===== src/rtl/vram_arbiter.sv =====
`default_nettype none
// ============================================================================
// Module   : vram_arbiter
// Purpose  : Single-port video RAM arbiter between VGA scanout and CPU, with
//            VGA priority, CPU anti-starvation and registered read steering.
// Revision : 1.0 - initial release
// ============================================================================
module vram_arbiter #(
  parameter int ADDR_W   = 16,
  parameter int DATA_W   = 12,
  parameter int MAX_WAIT = 8
) (
  input  logic              clk,
  input  logic              reset_n,
  input  logic              vga_req,
  input  logic [ADDR_W-1:0] vga_addr,
  output logic              vga_gnt,
  output logic              vga_rvalid,
  output logic [DATA_W-1:0] vga_rdata,
  input  logic              cpu_req,
  input  logic              cpu_we,
  input  logic [ADDR_W-1:0] cpu_addr,
  input  logic [DATA_W-1:0] cpu_wdata,
  output logic              cpu_gnt,
  output logic              cpu_rvalid,
  output logic [DATA_W-1:0] cpu_rdata,
  output logic              mem_en,
  output logic              mem_we,
  output logic [ADDR_W-1:0] mem_addr,
  output logic [DATA_W-1:0] mem_wdata,
  input  logic [DATA_W-1:0] mem_rdata,
  output logic [15:0]       conflict_cnt
);

  localparam logic [7:0]  C_MAX_WAIT = 8'(MAX_WAIT);
  localparam logic [15:0] C_CNT_MAX  = 16'hFFFF;

  typedef enum logic [1:0] {
    OWN_NONE = 2'd0,
    OWN_VGA  = 2'd1,
    OWN_CPU  = 2'd2
  } owner_t;

  owner_t      r_owner;
  owner_t      w_owner_nxt;
  logic [7:0]  r_wait_cnt;
  logic [15:0] r_conflict_cnt;
  logic        w_force_cpu;
  logic        w_vga_gnt;
  logic        w_cpu_gnt;

  // Grants are gated by reset_n so nothing reaches the RAM while held in reset.
  assign w_force_cpu = cpu_req & (r_wait_cnt == C_MAX_WAIT);
  assign w_vga_gnt   = reset_n & vga_req & ~w_force_cpu;
  assign w_cpu_gnt   = reset_n & cpu_req & ~w_vga_gnt;

  assign vga_gnt   = w_vga_gnt;
  assign cpu_gnt   = w_cpu_gnt;
  assign mem_en    = w_vga_gnt | w_cpu_gnt;
  assign mem_we    = w_cpu_gnt & cpu_we;
  assign mem_addr  = w_vga_gnt ? vga_addr : cpu_addr;
  assign mem_wdata = cpu_wdata;

  // Owner tag: which port the data returning next cycle belongs to.
  always_comb begin
    w_owner_nxt = OWN_NONE;
    if (w_vga_gnt) begin
      w_owner_nxt = OWN_VGA;
    end else if (w_cpu_gnt && !cpu_we) begin
      w_owner_nxt = OWN_CPU;
    end
  end

  always_ff @(posedge clk or negedge reset_n) begin
    if (!reset_n) begin
      r_owner <= OWN_NONE;
    end else begin
      r_owner <= w_owner_nxt;
    end
  end

  always_ff @(posedge clk or negedge reset_n) begin
    if (!reset_n) begin
      r_wait_cnt <= 8'd0;
    end else if (cpu_req && !w_cpu_gnt) begin
      if (r_wait_cnt != C_MAX_WAIT) begin
        r_wait_cnt <= r_wait_cnt + 8'd1;
      end
    end else begin
      r_wait_cnt <= 8'd0;
    end
  end

  always_ff @(posedge clk or negedge reset_n) begin
    if (!reset_n) begin
      r_conflict_cnt <= 16'd0;
    end else if (vga_req && cpu_req && (r_conflict_cnt != C_CNT_MAX)) begin
      r_conflict_cnt <= r_conflict_cnt + 16'd1;
    end
  end

  assign conflict_cnt = r_conflict_cnt;
  assign vga_rvalid   = (r_owner == OWN_VGA);
  assign cpu_rvalid   = (r_owner == OWN_CPU);
  assign vga_rdata    = mem_rdata;
  assign cpu_rdata    = mem_rdata;

endmodule
`default_nettype wire


===== config.mk =====
export PLATFORM = sky130hd
export DESIGN_NAME = vram_arbiter
export DESIGN_NICKNAME = d
export VERILOG_FILES = /design/src/rtl/vram_arbiter.sv
export SDC_FILE = /design/constraint.sdc
export NUM_CORES = 1
export LEC_CHECK = 0
export ABC_AREA = 0
export BUFFER_PORTS_ARGS = -buffer_cell sky130_fd_sc_hd__buf_4
export CORE_ASPECT_RATIO = 1.2
export CORE_MARGIN = 3
export CORE_UTILIZATION = 36
export CTS_CLUSTER_DIAMETER = 40
export DETAILED_ROUTE_END_ITERATION = 16
export MAX_ROUTING_LAYER = met4
export PLACE_DENSITY = 0.88
export SLEW_MARGIN = 0
export SYNTH_ARGS = -nofsm -noshare
export SYNTH_HDL_FRONTEND = slang
export SYNTH_SLANG_ARGS = --single-unit

===== constraint.sdc =====
create_clock -name clk -period 2 [get_ports clk]
set_clock_uncertainty 0.2 [all_clocks]
set_input_delay 0.4 -clock clk [delete_from_list [all_inputs] [get_ports clk]]
set_output_delay 0.4 -clock clk [all_outputs]
set_load 0.01 [all_outputs]

==> out/summary.txt <==
===============================================================================================
Setup repair after global routing missed its margin ..............................         true
Clock input transition at the sequential cells of the worst setup and hold paths .      0.09 ns
TritonCTS clock tree .............................................................          yes
Routed WL per cell ...............................................................     15.21 µm
Time the final worst path needs with I/O delays and setup ........................     2.483 ns
Syn Std Cell Area ................................................................     1772 µm²
First-pass GRT wire length .......................................................      7527 µm
Kind of start point of the critical path .........................................         flop
Port-buffer cells ................................................................           74
Clock insertion delay at the later pin of the skew report ........................      0.27 ns
Layout cell share with drive strength beyond 1 ...................................       0.6016
CTS Root Buffer Type .............................................................     clkbuf_8
Fill cell count ..................................................................          400
Unique masters post-synth ........................................................           35
Min-delay worst type ............................................................. input port to async pin
Worst Setup Path Type ............................................................ flop to output port
Gr ovfl total ....................................................................            0
Pin count of the biggest net entering global routing .............................           27
Sum of negative setup slack ......................................................    -8.462 ns
Proportion of synthesized flip-flops having asynchronous set or reset ............        1.000
Number of instances in the placed design .........................................          286
Critical path destination ........................................................ mem_addr[14]
Fraction of the cycle the final worst path needs .................................        1.242
Via count of the first global-routing pass .......................................         1580
DRC viols ........................................................................            0
Number of setup violations in the final report ...................................           19
Number of cells on the critical path .............................................            8
First-iteration detailed-routing DRC count .......................................           61
Headroom to the max-slew limit ...................................................       0.7568
Synth warnings ...................................................................            0
Post-Syn Instances ...............................................................          173
Cell area power density .......................................................... 582.4 nW/µm²
Area taken by multi-input logic gates ............................................    953.4 µm²
Data required time at the worst endpoint .........................................      1.40 ns
Highest Clock Rate ...............................................................   0.4027 GHz
Via count normalized by instance count ...........................................        4.852
Leakage power of the design ......................................................     1.372 nW
Starting density of the core .....................................................       0.3800
Crit path max-delay cell type ....................................................      dfrtp_1
Average instance area after synthesis ............................................    10.24 µm²
EDFF count, synth ................................................................            0
DIE WIDTH ........................................................................     70.04 µm
Initial antenna violation count ..................................................            0
Fin. max-slew vios ...............................................................            0
Die ar. ..........................................................................     5803 µm²
Post-DP HPWL .....................................................................      3302 µm
Sinks on the clock net ...........................................................           26
Placer congestion estimate .......................................................       0.8066
Failing checks ................................................................... negative setup slack
Area growth from synthesis to layout .............................................       50.21%
Number of max-capacitance violations reported ....................................            0
Worst Max-Slew Pin Slew ..........................................................    0.3639 ns
Sequential area share after synthesis ............................................       0.3672
Total CTS buffers ................................................................            3
Peak supply drop .................................................................  0.0004720 V
H-Tree Depth .....................................................................            1
Placement Rows ...................................................................           27
Fin worst setup slack ............................................................   -0.4830 ns
Number of nets still failing antenna checks after routing ........................            0
Hold Vio Cnt, Final ..............................................................            0
Primary FF master, synth .........................................................      dfrtp_1
Register bit count reported by yosys .............................................           26
Endpoint of the lowest-slack register-to-register path ........................... r_wait_cnt[2]$_DFFE_PN0P_
Clock Tree Buf Depth .............................................................            2
Overall die height ...............................................................     82.85 µm
Crit Reg-Reg Startpoint .......................................................... r_wait_cnt[1]$_DFFE_PN0P_
Worst setup path startpoint ...................................................... r_wait_cnt[1]$_DFFE_PN0P_
Fin cells ........................................................................          304
Core region area .................................................................     4662 µm²
Family with the most delay on the worst path ..................................... simple AND/OR/NAND/NOR gates
Fin nets .........................................................................          311
Slack of the worst reg-to-reg path ...............................................      0.01 ns
Overall fraction of global-route tracks in use ...................................       0.1617
# IOs ............................................................................          135
Number of search-and-repair iterations in the first detailed-routing pass ........            4
Final wirelength .................................................................      4623 µm
Result of the run ................................................................ finished, violations left
Net count of the mapped netlist ..................................................          237
Overall via count from detail_route ..............................................         1475
Worst Path Max Fanout ............................................................            8
Post-route core utilization ......................................................       0.5709
Series of cell instances along the critical path ................................. inv_2 > ha_4 > and4bb_1 > nand2_2 > nand3_4 > buf_16 > mux2_4 > buf_6
Antenna cell count ...............................................................            0
Sequential Area ..................................................................    650.6 µm²
Count of buffering cells on the critical path with inverters included ............            3
Path depth of the worst reg2reg path .............................................           10
Delay of the slowest cell on the worst path ......................................      0.38 ns
Worst EP arrival .................................................................      1.88 ns
Kind of capture point of the worst setup path ....................................  output port
===============================================================================================
logic make-up (layout without fill, tap and decap cells):
family / Yosys count / count (layout) / synth area share
compound gates: 8 / 8 / 0.05227
xor+xnor: 19 / 19 / 0.09393
fa+ha+maj: 3 / 3 / 0.02119
buf+inv: 42 / 115 / 0.1674
flops: 26 / 26 / 0.3672
mux: 17 / 17 / 0.1073
simple gates: 58 / 58 / 0.1907
where the power goes:
| part | internal (mW) | leakage, nW | total [mW] | switching (mW) |
|---|---|---|---|---|
| clock | 0.176 | 0.0288 | 0.339 | 0.163 |
| combinational | 0.336 | 0.996 | 0.564 | 0.228 |
| sequential | 0.586 | 0.347 | 0.647 | 0.0613 |
cells in the mapped netlist, types with 3 or more instances:
cell type | n | area [µm²]
dfrtp_1 | 26 | 650.6
inv_1 | 5 | 18.77
mux2_1 | 9 | 101.4
ha_1 | 3 | 37.54
xor2_1 | 8 | 70.07
mux2_2 | 7 | 78.83
nand2_1 | 12 | 45.04
nand4_1 | 3 | 18.77
nor2b_1 | 3 | 18.77
xnor2_1 | 11 | 96.34
and3_1 | 3 | 18.77
nor2_1 | 10 | 37.54
nand3_1 | 7 | 35.03
buf_4 | 37 | 277.8
nor3_1 | 5 | 25.02
registers in the layout (all words and copies together) (netlist names):
name	count
conflict_cnt	16
r_wait_cnt	8
r_owner	2
per-layer routing:
metal | up-vias | global-route usage | wire length [µm]
li1 | 697 | - | -
met1 | 715 | 0.1849 | 1808
met4 | 0 | 0.04355 | 45
met2 | 54 | 0.2855 | 2506
met3 | 9 | 0.03269 | 263
met5 | - | - | 0
repair_timing:
item	CTS	global route
setup buffers	13	3
endpoints found under the hold margin	26	0
endpoints found under the setup margin	19	26
hold buffers	1	0
resized for setup	31	10
pin swaps	1	5
cloned	1	0
how the worst min path moves through the flow:
stage | slack, ns | to | cells after the start | startpoint
6_report | 0.03 | conflict_cnt[10]$_DFFE_PN0P_ | 3 | reset_n
5_1_grt | 0.03 | r_owner[1]$_DFF_PN0_ | 3 | reset_n
4_1_cts | 0.03 | r_owner[1]$_DFF_PN0_ | 3 | reset_n
3_5_place_dp | 0.28 | r_owner[1]$_DFF_PN0_ | 2 | reset_n
3_3_place_gp | 0.27 | r_owner[1]$_DFF_PN0_ | 2 | reset_n
2_1_floorplan | -0.1 | conflict_cnt[0]$_DFFE_PN0P_ | 0 | reset_n
tightest hold or removal path, cell delays in order:
cell,delay (ns)
buf_4,0.11
buf_4,0.15
buf_12,0.19
layout make-up:
type	instances	share of cell area
repair buffers	106	0.3413
multi-input cells	105	0.3583
clock buffers	4	0.02069
flip-flops and latches	26	0.2445
well taps	58	0.02727
inverters	5	0.007992
cells in the final DEF, fill, tap and decap left out, types with 2 or more instances in the layout:
| master | netlist | layout |
|---|---|---|
| nor3_1 | 5 | 4 |
| clkbuf_8 | 0 | 4 |
| and3_1 | 3 | 2 |
| nor2_1 | 10 | 10 |
| buf_6 | 0 | 18 |
| ha_1 | 3 | 2 |
| inv_1 | 5 | 2 |
| buf_12 | 0 | 2 |
| dfrtp_1 | 26 | 26 |
| nor2b_1 | 3 | 3 |
| nand3b_1 | 2 | 2 |
| nand2_1 | 12 | 11 |
| nand2b_1 | 2 | 2 |
| nand4_1 | 3 | 3 |
| nand3_4 | 2 | 2 |
| nand3_1 | 7 | 7 |
| mux2_4 | 0 | 16 |
| xor2_1 | 8 | 8 |
| buf_4 | 37 | 85 |
| xnor2_1 | 11 | 10 |
| inv_2 | 0 | 2 |
through the flow:
stage | hold WS [ns] | cell area, µm² | setup slack (ns) | total power [mW]
3_5_place_dp | 0.2767 | 2297 | -0.3409 | 1.148
4_1_cts | 0.02864 | 2618 | -0.4932 | 1.561
6_report | 0.02815 | 2661 | -0.4830 | 1.550
3_3_place_gp | 0.2707 | 2297 | -0.2449 | 1.131
5_1_grt | 0.02880 | 2661 | -0.5637 | 1.643
2_1_floorplan | -0.09559 | 1819 | -0.06925 | 0.9344
Note: power is estimated with default switching activity, not from simulation.
